**src/rtl/alu_share_arbiter.sv**
```systemverilog
// Round-robin sharing of one external combinational ALU between two requesters, with registered tagged response.
// Optional statistics counters are enabled by defining ALU_SHARE_STATS_EN.
module alu_share_arbiter #(
    parameter int WIDTH = 4,
    parameter int OPW   = 4
) (
    input  logic             clk,
    input  logic             rst_n,
    input  logic             req0_valid,
    output logic             req0_ready,
    input  logic [OPW-1:0]   req0_op,
    input  logic [WIDTH-1:0] req0_a,
    input  logic [WIDTH-1:0] req0_b,
    input  logic             req1_valid,
    output logic             req1_ready,
    input  logic [OPW-1:0]   req1_op,
    input  logic [WIDTH-1:0] req1_a,
    input  logic [WIDTH-1:0] req1_b,
    output logic [OPW-1:0]   alu_op,
    output logic [WIDTH-1:0] alu_a,
    output logic [WIDTH-1:0] alu_b,
    input  logic [WIDTH-1:0] alu_y,
    input  logic             alu_c,
    input  logic             alu_v,
    output logic             rsp_valid,
    input  logic             rsp_ready,
    output logic             rsp_id,
    output logic [WIDTH-1:0] rsp_y,
    output logic [3:0]       rsp_flags
`ifdef ALU_SHARE_STATS_EN
    ,
    output logic [7:0]       grant_cnt0,
    output logic [7:0]       grant_cnt1,
    output logic [7:0]       zero_cnt
`endif
);

    typedef enum logic [1:0] {IDLE, EXEC, RESP} state_t;

    state_t           state_q, state_d;
    logic             last_grant_q;
    logic             grant_q;
    logic [OPW-1:0]   op_q;
    logic [WIDTH-1:0] a_q, b_q;
    logic [WIDTH-1:0] rsp_y_q;
    logic [3:0]       rsp_flags_q;
    logic             rsp_id_q;
    logic             win_valid;
    logic             win_id;

    always_comb begin
        state_d    = state_q;
        win_valid  = 1'b0;
        win_id     = last_grant_q;
        req0_ready = 1'b0;
        req1_ready = 1'b0;
        alu_op     = '0;
        alu_a      = '0;
        alu_b      = '0;
        case (state_q)
            IDLE: begin
                // Both valid: alternate away from the previous winner.
                if (req0_valid && req1_valid) begin
                    win_valid = 1'b1;
                    win_id    = ~last_grant_q;
                end else if (req0_valid) begin
                    win_valid = 1'b1;
                    win_id    = 1'b0;
                end else if (req1_valid) begin
                    win_valid = 1'b1;
                    win_id    = 1'b1;
                end
                if (win_valid && rst_n) begin
                    req0_ready = ~win_id;
                    req1_ready = win_id;
                    state_d    = EXEC;
                end
            end
            EXEC: begin
                alu_op  = op_q;
                alu_a   = a_q;
                alu_b   = b_q;
                state_d = RESP;
            end
            RESP: begin
                if (rsp_ready) state_d = IDLE;
            end
            default: state_d = IDLE;
        endcase
    end

    always_ff @(posedge clk or negedge rst_n) begin
        if (!rst_n) begin
            state_q      <= IDLE;
            last_grant_q <= 1'b1;
            grant_q      <= 1'b0;
            op_q         <= '0;
            a_q          <= '0;
            b_q          <= '0;
            rsp_y_q      <= '0;
            rsp_flags_q  <= '0;
            rsp_id_q     <= 1'b0;
        end else begin
            state_q <= state_d;
            if (state_q == IDLE && win_valid) begin
                grant_q      <= win_id;
                last_grant_q <= win_id;
                op_q         <= win_id ? req1_op : req0_op;
                a_q          <= win_id ? req1_a  : req0_a;
                b_q          <= win_id ? req1_b  : req0_b;
            end
            if (state_q == EXEC) begin
                rsp_y_q     <= alu_y;
                rsp_flags_q <= {alu_y[WIDTH-1], (alu_y == '0), alu_c, alu_v};
                rsp_id_q    <= grant_q;
            end
        end
    end

    assign rsp_valid = (state_q == RESP);
    assign rsp_y     = rsp_y_q;
    assign rsp_flags = rsp_flags_q;
    assign rsp_id    = rsp_id_q;

`ifdef ALU_SHARE_STATS_EN
    logic [7:0] grant_cnt0_q, grant_cnt1_q, zero_cnt_q;

    always_ff @(posedge clk or negedge rst_n) begin
        if (!rst_n) begin
            grant_cnt0_q <= '0;
            grant_cnt1_q <= '0;
            zero_cnt_q   <= '0;
        end else begin
            if (state_q == IDLE && win_valid) begin
                if (win_id) grant_cnt1_q <= grant_cnt1_q + 8'd1;
                else        grant_cnt0_q <= grant_cnt0_q + 8'd1;
            end
            if (state_q == EXEC && alu_y == '0) zero_cnt_q <= zero_cnt_q + 8'd1;
        end
    end

    assign grant_cnt0 = grant_cnt0_q;
    assign grant_cnt1 = grant_cnt1_q;
    assign zero_cnt   = zero_cnt_q;
`endif

endmodule

```
**config.mk**
```make
export PLATFORM = sky130hd
export DESIGN_NAME = alu_share_arbiter
export DESIGN_NICKNAME = d
export VERILOG_FILES = /design/src/rtl/alu_share_arbiter.sv
export SDC_FILE = /design/constraint.sdc
export NUM_CORES = 1
export LEC_CHECK = 0
export BUFFER_PORTS_ARGS = -buffer_cell sky130_fd_sc_hd__buf_4
export CORE_MARGIN = 4
export CORE_UTILIZATION = 25
export CTS_CLUSTER_SIZE = 24
export DETAILED_ROUTE_END_ITERATION = 8
export GPL_TIMING_DRIVEN = 0
export PLACE_DENSITY = 0.59
export SYNTH_ARGS = -nofsm -noshare
export SYNTH_HDL_FRONTEND = slang
export SYNTH_SLANG_ARGS = --single-unit
```
**constraint.sdc**
```tcl
create_clock -name clk -period 4.9 [get_ports clk]
set_clock_uncertainty 0.2 [all_clocks]
set_input_delay 1.47 -clock clk [delete_from_list [all_inputs] [get_ports clk]]
set_output_delay 1.47 -clock clk [all_outputs]
set_load 0.01 [all_outputs]
```
==> results of run 1 <==
## synth_stat cells, drive strengths merged
cell type / instances / area share, %
nand4bb: 1 / 0.84
o211ai: 24 / 17
a21o: 1 / 0.56
inv: 4 / 1.1
nor4: 1 / 0.47
a21oi: 12 / 4.5
dfstp: 1 / 2.0
nor3b: 2 / 1.5
o2111a: 2 / 1.7
mux2: 9 / 7.5
nor2b: 2 / 0.93
clkbuf: 4 / 1.1
and3: 1 / 0.47
dfrtp: 23 / 43
or4b: 1 / 1.0
or2: 1 / 0.47
and2: 13 / 6.1
a31oi: 12 / 5.6
o21ai: 1 / 0.37
buf: 8 / 3.5
nor2: 1 / 0.28
## placed cells by master, fill, tap and decap left out, drive strengths merged
cell type	Yosys	routed
buf	8	66
o211ai	24	24
dfrtp	23	23
and2	13	13
a21oi	12	12
a31oi	12	12
mux2	9	9
clkbuf	4	8
inv	4	4
nor2b	2	2
o2111a	2	2
nor3b	2	2
nor2	1	1
or2	1	1
or4b	1	1
nand4bb	1	1
nor4	1	1
and3	1	1
a21o	1	1
o21ai	1	1
dfstp	1	1
## final cells by class
type,count,area [um2]
inverter,4,15.0
buffer,12,62.6
clock buffer,4,45.0
sequential,24,602
tap,70,87.6
multi-input combinational,84,663
timing repair buffer,58,435
fill,525,3260
## sequential cells by signal, summed over array words and instances, names as in the netlist
signal,flops
rsp_flags,3
grant_q,1
state_q,2
rsp_id,1
last_grant_q,1
rsp_y,4
op_q,4
a_q,4
b_q,4
## per-stage QoR
step | power (mW) | setup WS, ns
final | 0.925 | 1.09
after detailed placement | 0.813 | 1.06
after global routing | 0.996 | 1.00
after floorplan | 0.627 | 1.49
after CTS | 0.935 | 1.06
after global placement | 0.806 | 1.07
## power by group
| part | total [mW] | internal (mW) | switching, mW |
|---|---|---|---|
| Sequential | 0.347 | 0.293 | 0.0540 |
| Clock | 0.121 | 0.0581 | 0.0633 |
| Combinational | 0.457 | 0.226 | 0.231 |
## logic make-up (layout without fill, tap and decap cells)
kind of cell / after synthesis / count (layout)
mux: 9 / 9
flops: 24 / 24
buf+inv: 16 / 78
simple gates: 23 / 23
compound gates: 52 / 52
## per-layer routing
metal / vias to the layer above / track usage, % / share of wire, %
met5: - / 0 / 0
met4: 0 / 2.87 / 1.0
met3: 2 / 2.99 / 7.5
met2: 51 / 19.4 / 48
met1: 579 / 15.3 / 43
li1: 597 / - / -
## final timing paths
kind | start | to | slack (ns) | cells past startpoint
worst max-delay path | rst_n | req1_ready | 1.09 | 3
worst min-delay path | grant_q$_DFFE_PN0P_ | grant_q$_DFFE_PN0P_ | 0.30 | 1
worst max register to register | state_q[0]$_DFFE_PN0P_ | b_q[0]$_DFFE_PN0P_ | 3.00 | 4
worst min register to register | grant_q$_DFFE_PN0P_ | grant_q$_DFFE_PN0P_ | 0.30 | 1
max in group asynchronous | rst_n | last_grant_q$_DFFE_PN1P_ | 3.30 | 1
min in group asynchronous | rst_n | rsp_y[1]$_DFFE_PN0N_ | 0.90 | 1
==> flow_metrics.py, run 1 <==
metrics = {
    "synth": {
        "synth-xor-area-share_pct": 0,
        "yosysSeqAreaShare_pct": 44.8,
        "synthMuxAreaShare_pct": 7.55,
        "synth_area_per_cell_um2": 10.8,
        "synth_cells": 124,
        "synth_nets": 159,
        "yosys_warnings": 0,
        "synth_adder_area_share_pct": 0,
        "synth.distinct_cells": 27,
        "synth-compound-area-share_pct": 29.8,
        "synth_seq_cells": 24,
        "synthSimpleGateAreaFrac_pct": 12.0,
        "synth_top_family_by_area": "compound AO/OA/AOI/OAI gates",
        "syn-cell-area_mm2": 0.00134,
    },
    "setup_path": {
        "cp_cell_sequence": "buf_4 -> o2111a_1 -> buf_4",
        "critPathMaxStageDelay_ns": 0.30,
        "crit_slowest_cell": "buf_4",
        "crit_top_cell": "buf_4",
        "cp-start-kind": "input port",
        "required_ns": 3.23,
        "cp-end-kind": "output pin",
        "crit_buf_inv": 2,
        "path_delay_family": "buffers and inverters",
        "arrival_ns": 2.14,
        "crit_fanout": 27,
        "worstSetupPathType": "input port to output pin",
    },
    "flow_run": {
        "cap_viol_max_count": 0,
    },
    "sta": {
        "hold_viol_final": 0,
        "setup_violations": 0,
        "rsz0062_at_grt": "false",
        "hold_ws_ns": 0.297,
        "period_share_pct": 77.8,
        "slew_headroom_pct": 67.8,
        "worst_pin_slew_ns": 0.483,
        "min_period_ns": 3.81,
        "drv_slew": 0,
        "fmax_mhz": 262,
        "setup_tns_ns": 0,
    },
    "global_route": {
        "overflow": 0,
        "grt_use_total_pct": 11.8,
        "grt_pass1_vias": 1246,
        "antenna_found_initial": 0,
        "grt_pass1_wl_mm": 5.98,
        "grt_max_degree": 28,
    },
    "clock_network": {
        "postCtsHoldBufs": 0,
        "numCtsBuffers": 3,
        "cts_sinks": 24,
        "cts_max_level": 1,
        "post_cts_buffers": 0,
        "clkTransAtPathRegs_ns": 0.08,
        "cts-root-buf": "clkbuf_8",
        "clk_latency_ns": 0.26,
        "cts_tree": "done",
        "clk_path_buf_depth": 2,
        "cts_resized": 0,
    },
    "pwr": {
        "power_density_mw_per_mm2": 484,
        "power.static_leakage_nw": 0.851,
        "irDropWorstVdd_mv": 0.225,
    },
    "final_layout": {
        "final_nets": 222,
        "area_delta_synth_final_pct": 42.3,
        "final_cell_area_mm2": 0.00191,
        "final_util_pct": 36.9,
        "fin_cells": 256,
        "n_antenna_cell": 0,
        "drive_gt1_share_pct": 47.8,
    },
    "place": {
        "place_area_mm2": 0.00187,
        "gp_congestion": 0.740,
        "dp.final_hpwl_mm": 2.88,
        "portBuffers": 58,
        "placedCellCount": 252,
    },
    "drt": {
        "drc": 0,
        "vias_per_cell": 4.80,
        "via_count": 1229,
        "antenna_left": 0,
        "routed_wl_mm": 3.82,
        "first_pass_iters": 4,
        "routedWlPerCell_um": 14.9,
        "drtIter0Drc": 36,
    },
    "floorplanning": {
        "io_pins": 59,
        "core_mm2": 0.00517,
        "rows": 26,
        "initial_core_util_pct": 26.0,
        "die_h_um": 81.3,
        "die_x_um": 81.3,
        "die-area_mm2": 0.00661,
    },
    "status": {
        "status": "completed",
    },
    "min_path": {
        "hold_class": "register to register",
    },
}
Note: power is estimated with default switching activity, not from simulation.
==> run 2: changes to the inputs <==
Settings changed: PLACE_DENSITY 0.59 to 0.6.
Clock period 4.9 ns to 3.35 ns, I/O delays scaled along.
==> run 2 against run 1 <==
Effect of this change: die area unchanged; sequential share of layout area decreased by 0.16 points; critical path depth is 1 higher; critical endpoint is now req0_ready.
==> flow_metrics.py, run 2 (synthesis results as in run 1) <==
metrics = {
    "status": {
        "status": "completed",
    },
    "floorplanning": {
        "die-area_mm2": 0.00661,
        "die_x_um": 81.3,
        "rows": 26,
        "die_h_um": 81.3,
        "initial_core_util_pct": 26.0,
        "core_mm2": 0.00517,
        "io_pins": 59,
    },
    "global_route": {
        "overflow": 0,
        "grt_pass1_vias": 1281,
        "antenna_found_initial": 0,
        "grt_use_total_pct": 11.3,
        "grt_pass1_wl_mm": 5.86,
        "grt_max_degree": 28,
    },
    "setup_path": {
        "cp_cell_sequence": "nor2_1 -> clkbuf_1 -> o2111a_1 -> buf_4",
        "critPathMaxStageDelay_ns": 0.47,
        "worstSetupPathType": "register to output pin",
        "required_ns": 2.14,
        "crit_buf_inv": 2,
        "arrival_ns": 1.92,
        "path_delay_family": "buffers and inverters",
        "crit_slowest_cell": "dfrtp_1",
        "cp-start-kind": "register",
        "cp-end-kind": "output pin",
        "crit_fanout": 10,
    },
    "sta": {
        "period_share_pct": 93.3,
        "hold_viol_final": 0,
        "setup_tns_ns": 0,
        "fmax_mhz": 320,
        "min_period_ns": 3.12,
        "worst_pin_slew_ns": 0.450,
        "fin_ws_ns": 0.226,
        "drv_slew": 0,
        "rsz0062_at_grt": "false",
        "slew_headroom_pct": 70.0,
        "setup_violations": 0,
    },
    "clock_network": {
        "cts_tree": "done",
        "post_cts_buffers": 0,
        "clkTransAtPathRegs_ns": 0.09,
        "clk_latency_ns": 0.27,
        "postCtsHoldBufs": 0,
        "clk_path_buf_depth": 2,
        "cts-root-buf": "clkbuf_8",
        "cts_resized": 0,
        "cts_max_level": 1,
        "cts_sinks": 24,
        "numCtsBuffers": 3,
    },
    "place": {
        "pre_cts_slack_ns": 0.444,
        "gp_congestion": 0.743,
        "dp.final_hpwl_mm": 2.84,
        "portBuffers": 58,
    },
    "drt": {
        "via_count": 1233,
        "vias_per_cell": 4.82,
        "antenna_left": 0,
        "drtIter0Drc": 22,
        "routed_wl_mm": 3.76,
        "drc": 0,
        "routedWlPerCell_um": 14.7,
        "first_pass_iters": 4,
    },
    "pwr": {
        "irDropWorstVdd_mv": 0.272,
        "power.static_leakage_nw": 0.857,
        "power_mw": 1.37,
        "power_density_mw_per_mm2": 714,
    },
    "final_layout": {
        "mostFrequentLayoutCells": "buf_4 (59), dfrtp_1 (23), o211ai_1 (14), and2_1 (13)",
        "fillCellCount": 528,
        "final_util_pct": 37.1,
        "multi_input_area_um2": 663,
        "layout_commonest_cell": "buf_4",
        "n_antenna_cell": 0,
        "drive_gt1_share_pct": 48.4,
        "final_nets": 222,
        "regArea_um2": 602,
        "area_delta_synth_final_pct": 43.1,
    },
    "min_path": {
        "hold_class": "register to register",
    },
    "flow_run": {
        "cap_viol_max_count": 0,
    },
}
## run 2: cell types whose count changed in the layout (fill, tap and decap cells not counted)
cell | previous run | this run
clkbuf_8 | 3 | 4
clkbuf_1 | 5 | 4
## run 2: stage by stage
stage | instance area [um2] | hold slack, ns | std cells
floorplan | 1340 | 0.252 | 124
global placement | 1870 | 0.272 | 252
detailed placement | 1870 | 0.271 | 252
CTS | 1920 | 0.295 | 256
global route | 1920 | 0.336 | 256
finish | 1920 | 0.291 | 256
## run 2: layer usage
| layer | wire [um] | global-route usage [%] |
|---|---|---|
| met1 | 1660 | 13.9 |
| met2 | 1840 | 20.0 |
| met3 | 238 | 2.55 |
| met4 | 23 | 2.36 |
| met5 | 0 | 0 |
## run 2: cell type report
class,instances,area share (%)
multi-input cells,84,34.5
flip-flops and latches,24,31.3
repair buffers,58,22.7
well taps,70,4.56
plain buffers,12,3.26
clock buffers,4,2.87
inverters,4,0.782
## run 2: worst paths after layout
path | from | to | slack [ns] | depth (start not counted)
worst max-delay path | state_q[0]$_DFFE_PN0P_ | req0_ready | 0.23 | 4
worst min-delay path | grant_q$_DFFE_PN0P_ | grant_q$_DFFE_PN0P_ | 0.29 | 1
worst max register to register | state_q[0]$_DFFE_PN0P_ | op_q[2]$_DFFE_PN0P_ | 1.51 | 4
worst min register to register | grant_q$_DFFE_PN0P_ | grant_q$_DFFE_PN0P_ | 0.29 | 1
max in group asynchronous | rst_n | last_grant_q$_DFFE_PN1P_ | 2.21 | 1
min in group asynchronous | rst_n | state_q[1]$_DFFE_PN0P_ | 0.43 | 1
## run 2: where the power goes
group	total, mW	leakage (nW)	internal (mW)	switching [mW]
clock	0.197	0.0288	0.105	0.0920
sequential	0.511	0.279	0.428	0.0826
combinational	0.663	0.549	0.330	0.333
